### src/rtl/ncl_add_sequencer.sv
// Synchronous sequencer for a dual-rail (NCL) ripple adder.
// Encodes binary operands onto DATA rails, waits for adder completion,
// decodes the result, then returns the adder to NULL before the next request.
// Optional feature macro: NCL_SEQ_RAILCHK_EN (rail-pair validity check at capture).
module ncl_add_sequencer #(
    parameter int unsigned WIDTH   = 8,
    parameter int unsigned TIMEOUT = 255
) (
    input  logic               clk,
    input  logic               init,
    input  logic               req_valid,
    output logic               req_ready,
    input  logic [WIDTH-1:0]   req_a,
    input  logic [WIDTH-1:0]   req_b,
    input  logic               req_cin,
    output logic               resp_valid,
    input  logic               resp_ready,
    output logic [WIDTH-1:0]   resp_sum,
    output logic               resp_cout,
    output logic               resp_err,
    output logic [2*WIDTH-1:0] ncl_a,
    output logic [2*WIDTH-1:0] ncl_b,
    output logic [1:0]         ncl_cin,
    input  logic [2*WIDTH-1:0] ncl_sum,
    input  logic [1:0]         ncl_cout,
    input  logic               ncl_done,
    output logic               ncl_rfd
);

    localparam int unsigned TW = 16;
    localparam logic [TW-1:0] TimeoutVal = TW'(TIMEOUT);

    // StHold: NULL phase finished but the response has not been consumed yet.
    typedef enum logic [2:0] {
        StIdle,
        StDataWait,
        StNullWait,
        StHold,
        StFault
    } state_e;

    state_e state_q, state_d;

    logic               done_meta_q;
    logic               done_s_q;
    logic [2*WIDTH-1:0] ncl_a_q, ncl_a_d;
    logic [2*WIDTH-1:0] ncl_b_q, ncl_b_d;
    logic [1:0]         ncl_cin_q, ncl_cin_d;
    logic               ncl_rfd_q, ncl_rfd_d;
    logic               resp_valid_q, resp_valid_d;
    logic [WIDTH-1:0]   resp_sum_q, resp_sum_d;
    logic               resp_cout_q, resp_cout_d;
    logic               resp_err_q, resp_err_d;
    logic [TW-1:0]      timer_q, timer_d;

    logic               accept;
    logic               resp_fire;
    logic               timer_hit;
    logic [WIDTH-1:0]   dec_sum;
    logic               dec_cout;
    logic               dec_err;

    assign accept    = req_valid & req_ready;
    assign resp_fire = resp_valid_q & resp_ready;
    assign timer_hit = (timer_q == TimeoutVal);

    // Two-flop synchronizer for the asynchronous adder completion signal.
    always_ff @(posedge clk or posedge init) begin
        if (init) begin
            done_meta_q <= 1'b0;
            done_s_q    <= 1'b0;
        end else begin
            done_meta_q <= ncl_done;
            done_s_q    <= done_meta_q;
        end
    end

    // FSM state register.
    always_ff @(posedge clk or posedge init) begin
        if (init) begin
            state_q <= StIdle;
        end else begin
            state_q <= state_d;
        end
    end

    // FSM next-state logic.
    always_comb begin
        state_d = state_q;
        case (state_q)
            StIdle: begin
                if (accept) begin
                    state_d = StDataWait;
                end
            end
            StDataWait: begin
                if (done_s_q || timer_hit) begin
                    state_d = StNullWait;
                end
            end
            StNullWait: begin
                if (!done_s_q) begin
                    state_d = (resp_valid_q && !resp_fire) ? StHold : StIdle;
                end else if (timer_hit) begin
                    state_d = StFault;
                end
            end
            StHold: begin
                if (resp_fire) begin
                    state_d = StIdle;
                end
            end
            StFault: begin
                state_d = StFault;
            end
            default: begin
                state_d = StIdle;
            end
        endcase
    end

    // FSM outputs: a request is only taken when idle with no pending response.
    always_comb begin
        req_ready = (state_q == StIdle) && !resp_valid_q;
    end

    // Decode the adder result from rail1; optionally flag malformed pairs.
    always_comb begin
        dec_sum  = '0;
        dec_err  = 1'b0;
        dec_cout = ncl_cout[1];
        for (int unsigned i = 0; i < WIDTH; i++) begin
            dec_sum[i] = ncl_sum[2*i+1];
`ifdef NCL_SEQ_RAILCHK_EN
            if (ncl_sum[2*i+1] == ncl_sum[2*i]) begin
                dec_sum[i] = 1'b0;
                dec_err    = 1'b1;
            end
`endif
        end
`ifdef NCL_SEQ_RAILCHK_EN
        if (ncl_cout[1] == ncl_cout[0]) begin
            dec_cout = 1'b0;
            dec_err  = 1'b1;
        end
`endif
    end

    // Next-state for rails, response registers and the wait timer.
    always_comb begin
        ncl_a_d      = ncl_a_q;
        ncl_b_d      = ncl_b_q;
        ncl_cin_d    = ncl_cin_q;
        ncl_rfd_d    = ncl_rfd_q;
        resp_valid_d = resp_valid_q;
        resp_sum_d   = resp_sum_q;
        resp_cout_d  = resp_cout_q;
        resp_err_d   = resp_err_q;

        if (resp_fire) begin
            resp_valid_d = 1'b0;
        end

        case (state_q)
            StIdle: begin
                if (accept) begin
                    // Binary 1 -> rails 10, binary 0 -> rails 01.
                    for (int unsigned i = 0; i < WIDTH; i++) begin
                        ncl_a_d[2*i+1] = req_a[i];
                        ncl_a_d[2*i]   = ~req_a[i];
                        ncl_b_d[2*i+1] = req_b[i];
                        ncl_b_d[2*i]   = ~req_b[i];
                    end
                    ncl_cin_d = {req_cin, ~req_cin};
                end
            end
            StDataWait: begin
                if (done_s_q) begin
                    resp_valid_d = 1'b1;
                    resp_sum_d   = dec_sum;
                    resp_cout_d  = dec_cout;
                    resp_err_d   = dec_err;
                    ncl_a_d      = '0;
                    ncl_b_d      = '0;
                    ncl_cin_d    = '0;
                    ncl_rfd_d    = 1'b0;
                end else if (timer_hit) begin
                    resp_valid_d = 1'b1;
                    resp_sum_d   = '0;
                    resp_cout_d  = 1'b0;
                    resp_err_d   = 1'b1;
                    ncl_a_d      = '0;
                    ncl_b_d      = '0;
                    ncl_cin_d    = '0;
                    ncl_rfd_d    = 1'b0;
                end
            end
            StNullWait: begin
                if (!done_s_q) begin
                    ncl_rfd_d = 1'b1;
                end
            end
            default: begin
            end
        endcase

        // Timer runs only in the wait states and restarts on every transition.
        if (state_d != state_q) begin
            timer_d = '0;
        end else if (state_q == StDataWait || state_q == StNullWait) begin
            timer_d = timer_q + TW'(1);
        end else begin
            timer_d = '0;
        end
    end

    // Datapath and response registers.
    always_ff @(posedge clk or posedge init) begin
        if (init) begin
            ncl_a_q      <= '0;
            ncl_b_q      <= '0;
            ncl_cin_q    <= '0;
            ncl_rfd_q    <= 1'b1;
            resp_valid_q <= 1'b0;
            resp_sum_q   <= '0;
            resp_cout_q  <= 1'b0;
            resp_err_q   <= 1'b0;
            timer_q      <= '0;
        end else begin
            ncl_a_q      <= ncl_a_d;
            ncl_b_q      <= ncl_b_d;
            ncl_cin_q    <= ncl_cin_d;
            ncl_rfd_q    <= ncl_rfd_d;
            resp_valid_q <= resp_valid_d;
            resp_sum_q   <= resp_sum_d;
            resp_cout_q  <= resp_cout_d;
            resp_err_q   <= resp_err_d;
            timer_q      <= timer_d;
        end
    end

    assign ncl_a      = ncl_a_q;
    assign ncl_b      = ncl_b_q;
    assign ncl_cin    = ncl_cin_q;
    assign ncl_rfd    = ncl_rfd_q;
    assign resp_valid = resp_valid_q;
    assign resp_sum   = resp_sum_q;
    assign resp_cout  = resp_cout_q;
    assign resp_err   = resp_err_q;

endmodule

### config.mk
export PLATFORM = sky130hd
export DESIGN_NAME = ncl_add_sequencer
export DESIGN_NICKNAME = d
export VERILOG_FILES = /design/src/rtl/ncl_add_sequencer.sv
export SDC_FILE = /design/constraint.sdc
export NUM_CORES = 1
export LEC_CHECK = 0
export ABC_CLOCK_PERIOD_IN_PS = 4940
export CELL_PAD_IN_SITES_DETAIL_PLACEMENT = 1
export CELL_PAD_IN_SITES_GLOBAL_PLACEMENT = 2
export CORE_ASPECT_RATIO = 1.25
export CORE_MARGIN = 1
export CORE_UTILIZATION = 30
export DETAILED_ROUTE_END_ITERATION = 10
export PLACE_DENSITY = 0.94
export SYNTH_ARGS = -nofsm -noshare
export SYNTH_HDL_FRONTEND = slang
export SYNTH_SLANG_ARGS = --single-unit
### constraint.sdc
create_clock -name clk -period 4.94 [get_ports clk]
set_input_delay 0.741 -clock clk [delete_from_list [all_inputs] [get_ports clk]]
set_output_delay 0.741 -clock clk [all_outputs]
set_load 0.05 [all_outputs]
**Yosys cells after proc, flatten, opt, wreduce, memory -nomap -nowiden**

Cells that the tools add are included.

- Register bits after elaboration: 67
- Input port bits: 40
- Word-level logic and storage cells: 86

- Add/sub/neg operators: 1
- Equality and inequality tests: 9
- Muxes and demuxes: 32
- Bitwise operators: 19
- Reductions and logical operators: 13

Operator list:

| cell | number |
|---|---|
| 16-bit two-way mux | 6 |
| 16-bit case mux with 2 select lines | 2 |
| 1-bit inverter | 17 |
| 16-bit by 1-bit adder with 16-bit output (second input constant) | 1 |
| 16-bit by 8-bit equality test with 1-bit output (second input constant) | 1 |
| 8-bit two-way mux | 2 |
| 3-bit two-way mux | 5 |
| 3-bit case mux with 5 select lines | 1 |
| 1-bit two-way mux | 10 |
| 2-bit two-way mux | 4 |
| 3-bit by 2-bit equality test with 1-bit output (second input constant) | 2 |
| 3-bit AND reduction | 2 |
| 2-bit nonzero test | 3 |
| 2-bit inequality test (second input constant) | 2 |
| 2-bit case mux with 2 select lines | 1 |
| 3-bit by 1-bit equality test with 1-bit output (second input constant) | 1 |
| 3-bit equality test (second input constant) | 1 |
| 3-bit logical NOT | 1 |
| 3-bit inequality test | 1 |
| 3-bit inequality test (second input constant) | 1 |
| 1-bit AND | 2 |
| 1-bit logical AND | 2 |
| 1-bit logical NOT | 2 |
| 1-bit logical OR | 2 |
| other kinds (2) | 2 |

**Depth between registers and ports, before layout**

- Depth after elaboration: 8
- Depth in mapped cells: 7
- Depth with buffers taken out: 5

**Worst setup path before layout**

Ideal clock, no wire load.

- Path type: reg2reg
- Start point: reg resp_valid_q (netlist: resp_valid)
- End point: reg ncl_a_q[0] (netlist: ncl_a[0])
- Data arrival time: 3.032 ns
- Data required time: 4.802 ns
- Path slack: 1.770 ns
- Cell stages (with the launch flop): 6
- Path buffers: 1
- Clock period less this slack: 3.170 ns
- Cell sequence: dfrtp_1 > nor4_1 > nand2_1 > clkbuf_1 > nand2_1 > o22ai_1

- Word-level cells in the longest chain between the ends: 5

Ends and longest elaborated chain:

| what | line | source |
|---|---|---|
| start: declaration | 50 | `logic resp_valid_q, resp_valid_d;` |
| start signal: assignment | 234 | `resp_valid_q <= resp_valid_d;` |
| 1-bit logical NOT | 124 | `req_ready = (state_q == StIdle) && !resp_valid_q;` |
| 1-bit logical AND | 124 |  |
| net req_ready | 12 | `output logic req_ready,` |
| 1-bit AND | 63 | `assign accept = req_valid & req_ready;` |
| 2-bit inequality test (no source line) | -- |  |
| 3-bit AND reduction (no source line) | -- |  |
| end signal: assignment | 230 | `ncl_a_q <= ncl_a_d;` |
| end: declaration | 46 | `logic [2*WIDTH-1:0] ncl_a_q, ncl_a_d;` |

The timed path passes the listed nets, and every way through them passes these cells.
A chain may end at the register's enable or synchronous reset.

**Worst setup path in the final report**

- Start point: reg state_q[1]
- End point: out req_ready

- Word-level cells in the longest chain between the ends: 2

Ends and longest elaborated chain:

| what | line | source |
|---|---|---|
| start: declaration | 42 | `state_e state_q, state_d;` |
| start signal: assignment | 81 | `state_q <= StIdle;` |
| start signal: assignment | 83 | `state_q <= state_d;` |
| 3-bit logical NOT | 124 |  |
| 1-bit logical AND | 124 |  |
| end: declaration | 12 |  |

No other way between the ends.

==> results.md <==
Synthesis:
- After synthesis, the share of flip-flops with an asynchronous set or reset is 100.0%.
- The Yosys step of the flow raised 0 warnings.
- The cell count after synthesis came out at 277.
- The count of unique library cells instantiated by Yosys is 34.
- The flop and latch count out of synthesis is 67.
- The post-synthesis net count is 318.
- In the synthesized netlist the dominant register cell turns out to be sky130_fd_sc_hd__dfrtp_1.
- Counting flops with a built-in enable in the synthesized netlist gives 0.
- The netlist area before placement is 2825 um^2.
- The sequential cell area fraction in the yosys report is 59.39%.
- The synthesized area per cell is 10.20 um^2.

Floorplanning:
- The core box area is 9125 um^2.
- The number of cell rows is 39.
- The floorplan die area is 9811 um^2.
- The die boundary height is 110.5 um.
- Once the floorplan was initialized, standard cells occupied 30.96% of the core.
- In this run the count of I/O pins placed on the die edge is 87.
- The die is 88.80 um wide.

Power:
- Net switching is 43.81% of the power.
- The clock network is responsible for 23.9% of the overall power.
- The internal power of the cells totals 1.630 mW.
- The areal power density over the cells is 715.7 nW/um^2.
- The static leakage is 1.698 nW.
- The total power consumption of the routed design is 2.902 mW.
- The reported net switching power is 1.271 mW.
- The combinational group share of total power is 47.3%.
- The worst-case IR drop observed on VDD is 0.0002417 V.
- Registers are responsible for 28.8% of the overall power.

STA:
- The final critical path time including I/O delays and setup is 2.921 ns.
- After routing, the total negative slack on setup checks comes to 0 ns.
- The number of hold-slack violations in the final timing report is 0.
- The worst-margin pin slew is 0.7240 ns.
- The clock skew is 0.003696 ns.
- The hold slack is 0.3538 ns.
- The achievable frequency is 342.3 MHz.
- The period utilization is 59.13%.
- Setup violations remaining at the end of the flow were counted as 0.
- The number of max-slew violations in the final report was 0.
- Headroom to the max-slew limit came out at 51.66%.
- Setup repair after global routing left no endpoint under its margin.

Detailed routing:
- The via total after detailed routing is 2,407.
- After detailed routing, the average wire length per cell comes to 15.70 um.
- In the routed design, unresolved DRC markers number 0.
- In this run the remaining antenna-violating nets after routing total 0.
- The violation count after the first detailed-routing iteration is 92.
- The sum of routed wire length over all layers is 7568 um.
- In the routed layout, each cell is associated on average with a via count of 4.994.
- The pre-antenna-repair detailed-routing pass consisted of 4 iterations.

Worst hold path:
- The worst hold path terminates at done_s_q.
- The class of the tightest hold or removal check is flop to flop.
- The worst hold path passes through 0 cells.
- The startpoint of the worst hold path is done_meta_q.

Final layout:
- The area growth from synthesis to layout is 43.49%.
- In the final design database the tool counted 395 nets.
- The antenna diode instance count is 0.
- Of the cells placed in the final design, the portion with a size suffix greater than 1 is 8.635%.
- After routing the design area is 4054 um^2.
- The number of fill cells is 1,013.
- The top cell types in the final layout, fill and taps aside, are sky130_fd_sc_hd__clkdlybuf4s50_1 (77), sky130_fd_sc_hd__dfrtp_1 (66), sky130_fd_sc_hd__nand2_1 (58).
- The multi-input gate area in the final layout is 1062 um^2.
- Registers take 1678 um^2.
- The most frequent standard cell in the layout excluding fill and tap cells is sky130_fd_sc_hd__clkdlybuf4s50_1.
- Once layout is complete, the cells apart from fillers number 482.

Clock network:
- The number of hold buffers added after CTS is 0.
- The number of CTS-inserted buffers is 9.
- The count of buffers added by post-CTS timing repair for setup is 0.
- The cell at the root of the clock tree is sky130_fd_sc_hd__clkbuf_16.
- No sink is reached through more buffers than the 2 on the longest clock path.
- Clock-pin slew was measured on the worst setup and hold paths at 0.05 ns.
- Gates resized during post-CTS repair numbered 0.
- The clock insertion delay at the later pin of the skew report is 0.33 ns.
- The sink count of the clock tree is 67.
- The level count of the clock H-tree is 3.
- The CTS tree is done.

Global routing:
- The via count of the first global-routing pass is 2,548.
- Entering global routing, the biggest net connects 36 pins.
- In the global route stage, overall resource usage came out at 16.80%.
- The global-route congestion overflow total is 0.
- The wire length of the first global-routing pass is 12,660 um.
- The initial antenna violation count was 0.

Worst setup path:
- The setup check on the worst reg-to-reg path leaves a slack of 2.70 ns.
- The arrival time of the worst setup path is 2.18 ns.
- The worst flop-to-flop path endpoint is ncl_a[14].
- The type of the setup path with the least slack is flop to output pin.
- In this run the critical register-to-register path is launched from state_q[1].
- The type of origin of the critical path is a flop.
- The endpoint type of the worst setup path is an output pin.
- The number of cell instances on the worst register-to-register path is 5.
- STA puts the critical path data required time at 4.20 ns.
- In this run the worst path has a maximum fanout of 10.

Placed design:
- In this run the tool buffered the top-level ports with 77 buffer cells.
- The placed cell area is 3725 um^2.
- The placed instance count is 466.
- The HPWL after detailed placement is 5128 um.
- The routability-driven placement congestion ratio is 0.8264.

Run:
- The max capacitance violation total is 0.

Run status:
- The run finished with clean final reports.
==> per-layer routing <==
layer	global-route usage, %	vias up	routed length (um)
li1	-	1129	-
met1	19.75	1189	3143
met2	28.15	76	3837
met3	4.858	13	435
met4	6.774	0	150
met5	0	-	0
==> power by group through the flow <==
| stage | Combinational, mW | Clock [mW] | Sequential, mW |
|---|---|---|---|
| CTS | 1.39 | 0.715 | 0.838 |
| detailed placement | 1.38 | 0 | 0.845 |
| finish | 1.37 | 0.694 | 0.836 |
| floorplan | 0.382 | 0 | 1.36 |
| global placement | 1.35 | 0 | 0.833 |
| global route | 1.46 | 0.733 | 0.860 |
==> flip-flops by register name, indices dropped and copies added, names as in the netlist <==
register	cells
resp_err	1
ncl_cin	2
resp_cout	1
resp_valid	1
ncl_a	16
done_meta_q	1
done_s_q	1
resp_sum	8
ncl_b	16
state_q	3
timer_q	16
ncl_rfd	1
==> cell usage after synthesis (6+ instances only) <==
cell                       instances  area (um^2)
sky130_fd_sc_hd__a22o_1            9        78.83
sky130_fd_sc_hd__clkbuf_1         12        45.04
sky130_fd_sc_hd__dfrtp_1          66         1652
sky130_fd_sc_hd__inv_1             6        22.52
sky130_fd_sc_hd__nand2_1          58        217.7
sky130_fd_sc_hd__nand3_1           6        30.03
sky130_fd_sc_hd__nor2_1            8        30.03
sky130_fd_sc_hd__nor3_1           11        55.05
sky130_fd_sc_hd__nor4_1           10        62.56
sky130_fd_sc_hd__o21ai_0          21        105.1
sky130_fd_sc_hd__o22ai_1          17        106.4
sky130_fd_sc_hd__xor2_1            8        70.07
==> how the worst max path moves through the flow <==
stage,start,endpoint,slack [ns],cells past startpoint
floorplan,resp_valid,ncl_a[0],1.77,5
global placement,state_q[1],req_ready,2.40,2
detailed placement,state_q[1],req_ready,2.38,2
CTS,state_q[1],req_ready,1.99,2
global route,state_q[1],req_ready,1.89,2
finish,state_q[1],req_ready,2.02,2
==> metrics by stage <==
| step | utilization [%] | worst slack, ns |
|---|---|---|
| 2_1_floorplan | - | 1.770 |
| 4_1_cts | 44.43 | 1.992 |
| 5_1_grt | 44.43 | 1.891 |
| 3_5_place_dp | 40.82 | 2.380 |
| 6_report | 44.43 | 2.019 |
| 3_3_place_gp | 40.82 | 2.402 |
==> worst max-delay path, stage by stage, from the launching register on <==
cell and delay, ns:
sky130_fd_sc_hd__dfrtp_1 0.48, sky130_fd_sc_hd__nor4_1 0.46, sky130_fd_sc_hd__clkdlybuf4s50_1 0.91
==> area by class of cell <==
type,instances,share of cell area [%]
Clock buffer,12,6.327
Clock inverter,4,1.790
Inverter,6,0.5556
Multi-Input combinational cell,188,26.20
Sequential cell,67,41.39
Tap cell,123,3.796
Timing Repair Buffer,82,19.94
==> cell families after synthesis <==
family	synth area share (%)
buf+inv	3.100
fa+ha+maj	0.4428
flops	59.39
compound gates	13.29
xor+xnor	4.030
simple gates	19.75
Note: power is estimated with default switching activity, not from simulation.
